## src/rtl/ssd_source_arbiter.sv

```systemverilog
// ssd_source_arbiter
//   Round-robin time-sharing of the 8-digit seven-segment display between
//   four sources (CPU debug, PC trace, UART status, memory test result).
//   A granted source stays on screen for at least HOLD_CYCLES cycles while
//   others wait. It is released at once when its own request drops.
//
//   state | meaning
//   ------+---------------------------------------------------------------
//   IDLE  | nothing granted, display shows IDLE_VALUE with no points lit
//   SHOW  | source last_src granted, its val/dp copied to the driver
//
// Ports
//   clk, rstn                  clock, async active-low reset
//   req[3:0]                   level-sensitive display requests
//   val0..val3 [31:0]          per-source hex value (nibble 0 = rightmost)
//   dp0..dp3 [7:0]             per-source decimal-point select
//   pin                        freeze on current source (blocks rotation only)
//   gnt[3:0], active_src[1:0]  one-hot grant / granted index (0 when idle)
//   bnumout[31:0], dp_selout   registered value/points to the display driver
//   switch_pulse               one-cycle strobe after any grant change
module ssd_source_arbiter #(
  parameter int unsigned HOLD_CYCLES = 50000000,
  parameter logic [31:0] IDLE_VALUE  = 32'h0000_0000
) (
  input  logic        clk,
  input  logic        rstn,
  input  logic [3:0]  req,
  input  logic [31:0] val0,
  input  logic [31:0] val1,
  input  logic [31:0] val2,
  input  logic [31:0] val3,
  input  logic [7:0]  dp0,
  input  logic [7:0]  dp1,
  input  logic [7:0]  dp2,
  input  logic [7:0]  dp3,
  input  logic        pin,
  output logic [3:0]  gnt,
  output logic [1:0]  active_src,
  output logic [31:0] bnumout,
  output logic [7:0]  dp_selout,
  output logic        switch_pulse
);

  localparam logic [0:0]  ST_IDLE = 1'b0;
  localparam logic [0:0]  ST_SHOW = 1'b1;
  localparam logic [31:0] HOLD_M1 = 32'(HOLD_CYCLES - 1);

  logic [0:0]  state_q, state_d;
  logic [3:0]  gnt_q, gnt_d;
  logic [1:0]  last_src_q, last_src_d;
  logic [31:0] hold_cnt_q, hold_cnt_d;
  logic [1:0]  active_q, active_d;
  logic [31:0] bnum_q, bnum_d;
  logic [7:0]  dp_q, dp_d;
  logic        pulse_q, pulse_d;
  logic [2:0]  pick;

  // Returns {found, index}. Search order is base+1, +2, +3 and finally base
  // itself, the last slot only when allow_base is set.
  function automatic logic [2:0] rr_pick(input logic [3:0] r,
                                         input logic [1:0] base,
                                         input logic       allow_base);
    logic [1:0] idx;
    logic       found;
    found   = 1'b0;
    rr_pick = 3'b000;
    for (int k = 1; k <= 4; k++) begin
      idx = base + 2'(k);
      if (!found && r[idx] && (k < 4 || allow_base)) begin
        found   = 1'b1;
        rr_pick = {1'b1, idx};
      end
    end
  endfunction

  always_comb begin
    state_d    = state_q;
    last_src_d = last_src_q;
    hold_cnt_d = hold_cnt_q;
    pick       = 3'b000;
    case (state_q)
      ST_IDLE: begin
        if (|req) begin
          pick       = rr_pick(req, last_src_q, 1'b1);
          state_d    = ST_SHOW;
          last_src_d = pick[1:0];
          hold_cnt_d = '0;
        end
      end
      ST_SHOW: begin
        if (!req[last_src_q]) begin
          // Release wins over everything, including an expired hold.
          pick       = rr_pick(req, last_src_q, 1'b0);
          hold_cnt_d = '0;
          if (pick[2]) begin
            last_src_d = pick[1:0];
          end else begin
            state_d = ST_IDLE;
          end
        end else if (hold_cnt_q < HOLD_M1) begin
          hold_cnt_d = hold_cnt_q + 32'd1;
        end else if (!pin) begin
          // Hold expired and counter saturated; rotate only if someone waits.
          pick = rr_pick(req, last_src_q, 1'b0);
          if (pick[2]) begin
            last_src_d = pick[1:0];
            hold_cnt_d = '0;
          end
        end
      end
      default: begin
        state_d    = ST_IDLE;
        hold_cnt_d = '0;
      end
    endcase
  end

  always_comb begin
    gnt_d    = 4'b0000;
    active_d = 2'd0;
    bnum_d   = IDLE_VALUE;
    dp_d     = 8'h00;
    if (state_d == ST_SHOW) begin
      gnt_d    = 4'b0001 << last_src_d;
      active_d = last_src_d;
      case (last_src_d)
        2'd0:    begin bnum_d = val0; dp_d = dp0; end
        2'd1:    begin bnum_d = val1; dp_d = dp1; end
        2'd2:    begin bnum_d = val2; dp_d = dp2; end
        default: begin bnum_d = val3; dp_d = dp3; end
      endcase
    end
    pulse_d = (gnt_d != gnt_q);
  end

  always_ff @(posedge clk or negedge rstn) begin
    if (!rstn) begin
      state_q    <= ST_IDLE;
      gnt_q      <= 4'b0000;
      last_src_q <= 2'd3;
      hold_cnt_q <= '0;
      active_q   <= 2'd0;
      bnum_q     <= IDLE_VALUE;
      dp_q       <= 8'h00;
      pulse_q    <= 1'b0;
    end else begin
      state_q    <= state_d;
      gnt_q      <= gnt_d;
      last_src_q <= last_src_d;
      hold_cnt_q <= hold_cnt_d;
      active_q   <= active_d;
      bnum_q     <= bnum_d;
      dp_q       <= dp_d;
      pulse_q    <= pulse_d;
    end
  end

  assign gnt          = gnt_q;
  assign active_src   = active_q;
  assign bnumout      = bnum_q;
  assign dp_selout    = dp_q;
  assign switch_pulse = pulse_q;

endmodule
```

## config.mk

```make
export PLATFORM = sky130hd
export DESIGN_NAME = ssd_source_arbiter
export DESIGN_NICKNAME = d
export VERILOG_FILES = /design/src/rtl/ssd_source_arbiter.sv
export SDC_FILE = /design/constraint.sdc
export NUM_CORES = 1
export LEC_CHECK = 0
export CORE_UTILIZATION = 42
export DETAILED_ROUTE_END_ITERATION = 10
export HOLD_SLACK_MARGIN = 0.03
export PLACE_DENSITY_LB_ADDON = 0.05
export SKIP_CTS_REPAIR_TIMING = 1
export SLEW_MARGIN = 40
export SYNTH_ARGS = -nofsm -noshare
export SYNTH_HDL_FRONTEND = slang
export SYNTH_SLANG_ARGS = --single-unit
```

## constraint.sdc

```tcl
create_clock -name clk -period 2.9 [get_ports clk]
set_input_delay 0.435 -clock clk [delete_from_list [all_inputs] [get_ports clk]]
set_output_delay 0.435 -clock clk [all_outputs]
set_load 0.1 [all_outputs]
```

==> results.md <==
* Run status: finished, final reports clean
* Minimum hold slack at 0.105 ns
* Final nets at 869
* 1st-iter DRT viols at between 200 and 250
* Multi-input logic area at 2460 sq um
* Cells on worst reg2reg path at 9
* Synth cell types at 54
* Max Transition Viols Final at 0
* First-pass GRT wire length at 22500 microns
* DRT antenna net count at 0
* Most common cell type on the critical path: sky130_fd_sc_hd__buf_4
* Area of the core region at 10800 sq um
* Highest-delay cell along the critical path: sky130_fd_sc_hd__dfstp_2
* Sequential cell area fraction in the yosys report at 44.2%
* Critical Path, Cell by Cell: buf_4, or4b_2, o22ai_1, a32oi_1, nand3_2, buf_4, buf_12, nor2_1, a211oi_1
* Worst slew margin at a little under three fifths
* Most instantiated flip-flop cell in the synthesis netlist: sky130_fd_sc_hd__dfrtp_1
* Via count of the first global-routing pass at 4608
* Number of hold-slack violations in the final timing report at 0
* Final estimated routing congestion in global placement at 0.814
* Post-DR vias/cell at 5.35
* M1 GR Usage at 29.9%
* Fraction of final layout cells sized beyond drive strength 1 at 25.5%
* Clk slew on worst S/H paths at ~0.090 ns
* Cell count after synthesis at between 400 and 500
* Proportion of power drawn by combinational gates at between 70% and 80%
* Cell area after technology mapping at around 4700 sq um
* Most common cell after layout, fill and taps aside: sky130_fd_sc_hd__clkdlybuf4s50_1
* Die height at 107 microns
* Number of inserted diodes at 0
* Pre-CTS setup slack at -0.193 ns
* Sw Pwr at 4.83 mW
* Met3 track demand over resource in global routing at ~7.9%
* Inserted Clock Buffers at 9
* Storage cell area at 2050 sq um
* Port buffer count at 213
* Clock network power share at 10.4%
* Max-cap violation count at 0
* Remaining global-route overflow at 0
* WL/cell at 17.5 microns
* Total wirelength of the detailed-routed design at 14800 microns
* Sw frac at 52.3%
* Clock tree buffer depth at 2
* Yosys reg bits at roughly 80
* Leak Pwr at roughly 3.2 nW
* RR Endpoint: bnumout[13]$_DFF_PN0_
* Antenna violations before repair at 0
* Area growth syn-to-layout at 60.6%
* Area share of the leading cell type in the synthesized netlist at 43.0%
* Min Clock Period, post-route at 2.83 ns
* Clock tree skew after final layout at about 0.016 ns
* Share of power burned in registers at 18.5%
* Worst EP arrival at 3.08 ns
* Setup CP Type: reg -> reg
* Setup violation total in the final timing report at 0
* Slowest cell delay on critical path at between 0.6 and 0.7 ns
* Endpoint required time on the critical path at 3.15 ns
* Average cell area after synthesis at 10.2 sq um
* Post-synthesis async set-or-reset flop share at between 90% and 100%
* Beginning of the worst register-to-register path: last_src_q[0]$_DFF_PN1_
* Least setup slack across all paths after layout at 0.0695 ns
* Beginning of the critical path: last_src_q[0]$_DFF_PN1_
* Layout Cell Area excl Fill at between 7000 and 8000 sq um
* Number of clock sinks at 82
* Worst setup slack for register-to-register paths at ~0.069 ns
* Cell types with the largest area share after synthesis: sky130_fd_sc_hd__dfrtp_1 43%, sky130_fd_sc_hd__mux2_2 9.9%, sky130_fd_sc_hd__mux2i_1 8.8%
* Cell Area, Placed at 7070 sq um
* Capture point of the worst path: bnumout[13]$_DFF_PN0_
* Share of the clock period used by the worst path at a little over nine tenths
* Die area at 11500 sq um
* Global-route usage over all layers at roughly a quarter
* Internal power at 4.41 mW
* Number of enable flip-flop cells after synthesis at 0
* Highest attainable clock frequency at 353 MHz
* Die outline width at 107 microns
* Sort of element at the start of the critical path: flop
* HPWL Detailed at 11000 microns
* I/O pin cnt at approximately 210
* Number of levels in the clock H-tree at 3
* Worst-path maximum fanout at just over 60
* Worst IR Drop VDD at 919 uV
* Initial core utilization at between 40% and 50%
* Total power at 9.24 mW
* Pwr dens at 1240 nW/um^2
* Nature of the critical path endpoint: flop
* Drt drc at 0
* Top cell type by total area after synthesis: sky130_fd_sc_hd__dfrtp_1
* Synthesized netlist net count at approximately 620
* Num rows at 38
* Detailed-route via count at 4528
* Met2 track demand over resource at 43.7%
* Largest net degree at the start of global routing at 83
* Fill cell total of the finished layout at between 800 and 900
* RSZ-0062 raised after global routing: yes
* Skew-Pair Late Insertion Delay at 0.36 ns
* First-pass DRT Iterations at 4
* Clock tree from TritonCTS: yes
* Most used cells in the layout excluding fill and tap cells: 165 x sky130_fd_sc_hd__clkdlybuf4s50_1, 91 x sky130_fd_sc_hd__buf_4, 80 x sky130_fd_sc_hd__dfrtp_1
* Yosys warning total at 0
* Most used routing layer in global routing: met2
* Path type of the worst min-delay path: in -> async
* Cell at the root of the clock tree: sky130_fd_sc_hd__clkbuf_8
* Measured slew at the worst slew-check pin at between 0.6 and 0.7 ns
critical path, delay by kind of cell, from the launching register on:
family                 cells  cell delay (ns)
AND/OR/NAND/NOR            3             0.80
AO/OA/AOI/OAI              3             0.69
flip-flops                 1             0.64
buffers and inverters      3             0.58
cell families after synthesis:
group,synth area share [%]
AO/OA/AOI/OAI,13.7
buffers and inverters,4.25
multiplexers,19.5
XOR/XNOR,2.26
adder cells (fa/ha/maj),0.269
flip-flops,44.2
AND/OR/NAND/NOR,15.9
worst min-delay path by stage:
stage | from | endpoint | slack, ns | cells past startpoint
detailed placement | hold_cnt_q[6]$_DFFE_PN0P_ | hold_cnt_q[6]$_DFFE_PN0P_ | 0.47 | 1
CTS | rstn | hold_cnt_q[0]$_DFFE_PN0P_ | 0.15 | 1
global route | rstn | hold_cnt_q[0]$_DFFE_PN0P_ | 0.16 | 1
global placement | hold_cnt_q[6]$_DFFE_PN0P_ | hold_cnt_q[6]$_DFFE_PN0P_ | 0.45 | 1
finish | rstn | hold_cnt_q[0]$_DFFE_PN0P_ | 0.10 | 1
floorplan | rstn | active_src[0]$_DFF_PN0_ | 0.14 | 0
cell type report:
class	instances	area share [%]
clock buffers	10	1.84
clock inverters	6	1.21
inverters	6	0.301
multi-input cells	335	32.9
flip-flops and latches	82	27.5
well taps	140	2.34
repair buffers	267	33.9
cell usage after synthesis (3+ instances only):
master / number
sky130_fd_sc_hd__o21ai_0: 17
sky130_fd_sc_hd__buf_4: 3
sky130_fd_sc_hd__and3_1: 12
sky130_fd_sc_hd__xor2_1: 8
sky130_fd_sc_hd__nand2_1: 18
sky130_fd_sc_hd__mux2i_1: 41
sky130_fd_sc_hd__inv_1: 6
sky130_fd_sc_hd__nor2_1: 65
sky130_fd_sc_hd__a31oi_1: 5
sky130_fd_sc_hd__nor2b_1: 7
sky130_fd_sc_hd__dfrtp_1: 80
sky130_fd_sc_hd__or3_1: 4
sky130_fd_sc_hd__a21oi_1: 6
sky130_fd_sc_hd__nor3_1: 5
sky130_fd_sc_hd__buf_2: 11
sky130_fd_sc_hd__clkbuf_1: 14
sky130_fd_sc_hd__o31ai_1: 7
sky130_fd_sc_hd__xnor2_1: 4
sky130_fd_sc_hd__and4_1: 3
sky130_fd_sc_hd__buf_6: 4
sky130_fd_sc_hd__mux2_2: 41
sky130_fd_sc_hd__nand3_1: 12
sky130_fd_sc_hd__a211oi_1: 41
metrics by stage:
| step | std cells | TNS (ns) | utilization [%] |
|---|---|---|---|
| final | 846 | 0 | 69.2 |
| after global routing | 846 | -1.02 | 69.2 |
| after CTS | 834 | -0.0316 | 67.6 |
| after detailed placement | 818 | -7.83 | 65.5 |
| after global placement | 818 | -3.88 | 65.5 |
| after floorplan | 454 | 0 | - |
power groups by stage:
stage	Clock (mW)	Combinational [mW]	Sequential [mW]
2_1_floorplan	0	2.26	4.06
3_3_place_gp	0	6.17	1.73
3_5_place_dp	0	6.26	1.73
4_1_cts	0.975	6.28	1.72
5_1_grt	1.03	6.89	1.75
6_report	0.963	6.57	1.71
per-layer routing:
metal,up-vias,wire [microns]
met5,-,0
met4,0,375
met3,37,994
li1,2163,-
met2,156,7580
met1,2172,5870
flip-flops by register name, indices dropped and copies added, names as in the netlist:
register / flops
state_q: 1
hold_cnt_q: 32
last_src_q: 2
bnumout: 32
active_src: 2
switch_pulse: 1
gnt: 4
dp_selout: 8
(Power assumes the default switching activity.)
==> patch, RTL diff (same settings) <==
Reset style: synchronous (`rstn`), changed in one clocked block. Comments in the files are not updated.
--- a/src/rtl/ssd_source_arbiter.sv
+++ b/src/rtl/ssd_source_arbiter.sv
@@ -133,7 +133,7 @@
     pulse_d = (gnt_d != gnt_q);
   end
 
-  always_ff @(posedge clk or negedge rstn) begin
+  always_ff @(posedge clk) begin
     if (!rstn) begin
       state_q    <= ST_IDLE;
       gnt_q      <= 4'b0000;
Check against the original RTL: differs if rstn is asserted again (counterexample within 4 cycles, from zero or initial values and one cycle with rstn low); with rstn held inactive, the same outputs for 4 cycles.
==> patch against the unedited design <==
- the run now ends with negative setup slack left
- critical path depth rose by 1
- count of clock-buffer cells in the layout decreased by 1
- sequential share of layout area is 5.0 points lower
- cell count rose by 2.0%
- clock power decreased by 9.9%
- sequential cell count did not move
- fmax shrank 3.0%
- wire length grew 9.1%
- design area is 2.4% lower
- worst setup slack got worse by 0.088 ns
- total power decreased by 36%
- synthesized area down 8.0%
==> patch: results (changes against the unedited design) <==
[placement]
hpwl_um=11200  ; +1.4%
dpl.cell_count=832  ; +1.7%
gp_congestion=0.897  ; +10%
placed_area_um2=6690  ; -5.4%

[worst_setup_path]
slowest_delay_ns=0.50  ; -0.14 ns
arrival_ns=3.18  ; +0.10 ns
crit_fanout=10  ; -84%

[yosys]
synth.distinct_cells=52  ; -3.7%
synth_nets=644  ; +3.5%
ys_seq_area_share_pct=38.4  ; -5.8 points
synthCells=476  ; +4.8%
ys.flop_type=dfxtp_1
synthTopCellsByCount=a211oi_1 (82), dfxtp_1 (82), and2_1 (44)

[global_route]
use_met2_pct=48.9  ; +5.2 points
grtUsageMet1_pct=28.5  ; -1.5 points
grt_pass1_wl_um=21600  ; -3.7%
grt_max_degree=60  ; -28%

[final_layout]
drive_gt1_share_pct=24.0  ; -1.5 points
fillerInstances=752  ; -15%
nNetsFinal=893  ; +2.8%

[routing]
wl_per_cell_um=18.7  ; +7.0%
wl_met3_um=1060  ; +6.1%
vias=4744  ; +4.8%
first_pass_iters=5  ; +1
drtIter0Drc=152  ; -26%
vias_per_cell=5.50  ; +2.7%

[run_status]
violations=negative setup slack
status=complete, but fails checks

[timing]
slew_headroom_pct=65.6  ; +8.8 points
setup_ws_ns=-0.0185  ; -0.0879 ns
setup_viol=3  ; +3
finClkSkew_ns=0.00584  ; -0.00989 ns
tns_ns=-0.0376  ; -0.0376 ns

[hold_path]
holdCritPathClass=flip-flop to flip-flop

[power_and_ir_drop]
power.leakage_nw=2.87  ; -10%

patch: changes by cell type in the layout (fill, tap and decap cells not counted), moves of 11 or more:
cell      change
o21ai_0      -13
a211oi_2     +26
dfrtp_1      -80
nor2_1       -24
a211oi_1     +15
mux2_2       -40
dfxtp_1      +80
and2_4       +11
and2_1       +31
patch: final timing paths:
kind         slack, ns            from  cells after the start             end
min               0.45  hold_cnt_q[27]                      2  hold_cnt_q[27]
min reg2reg       0.45  hold_cnt_q[27]                      2  hold_cnt_q[27]
max reg2reg      -0.02   hold_cnt_q[8]                     10     bnumout[17]
max              -0.02   hold_cnt_q[8]                     10     bnumout[17]
patch: where the power goes:
group / switching (mW) / internal (mW) / total (mW) / leakage, nW
Combinational: 2.38 / 1.31 / 3.69 / 2.09
Clock: 0.456 / 0.412 / 0.868 / 0.101
Sequential: 0.0787 / 1.31 / 1.39 / 0.675
Total: 2.91 / 3.03 / 5.95 / 2.87
patch: layout make-up:
| type | instances | area [um^2] | share of cell area, % |
|---|---|---|---|
| Clock inverter | 7 | 81.3 | 1.12 |
| Inverter | 7 | 26.3 | 0.360 |
| Multi-Input combinational cell | 354 | 2650 | 36.3 |
| Tap cell | 133 | 166 | 2.28 |
| Timing Repair Buffer | 271 | 2600 | 35.7 |
| Clock buffer | 9 | 124 | 1.70 |
| Sequential cell | 82 | 1640 | 22.5 |
patch: cell families after synthesis:
| kind of cell | synth area share [%] |
|---|---|
| adders and majority gates | 0.292 |
| muxes | 10.4 |
| DFF | 38.4 |
| xor gates and xnor gates | 4.09 |
| AOI/OAI and AO/OA | 22.5 |
| and+or+nand+nor | 19.7 |
| buffers and inverters | 4.65 |
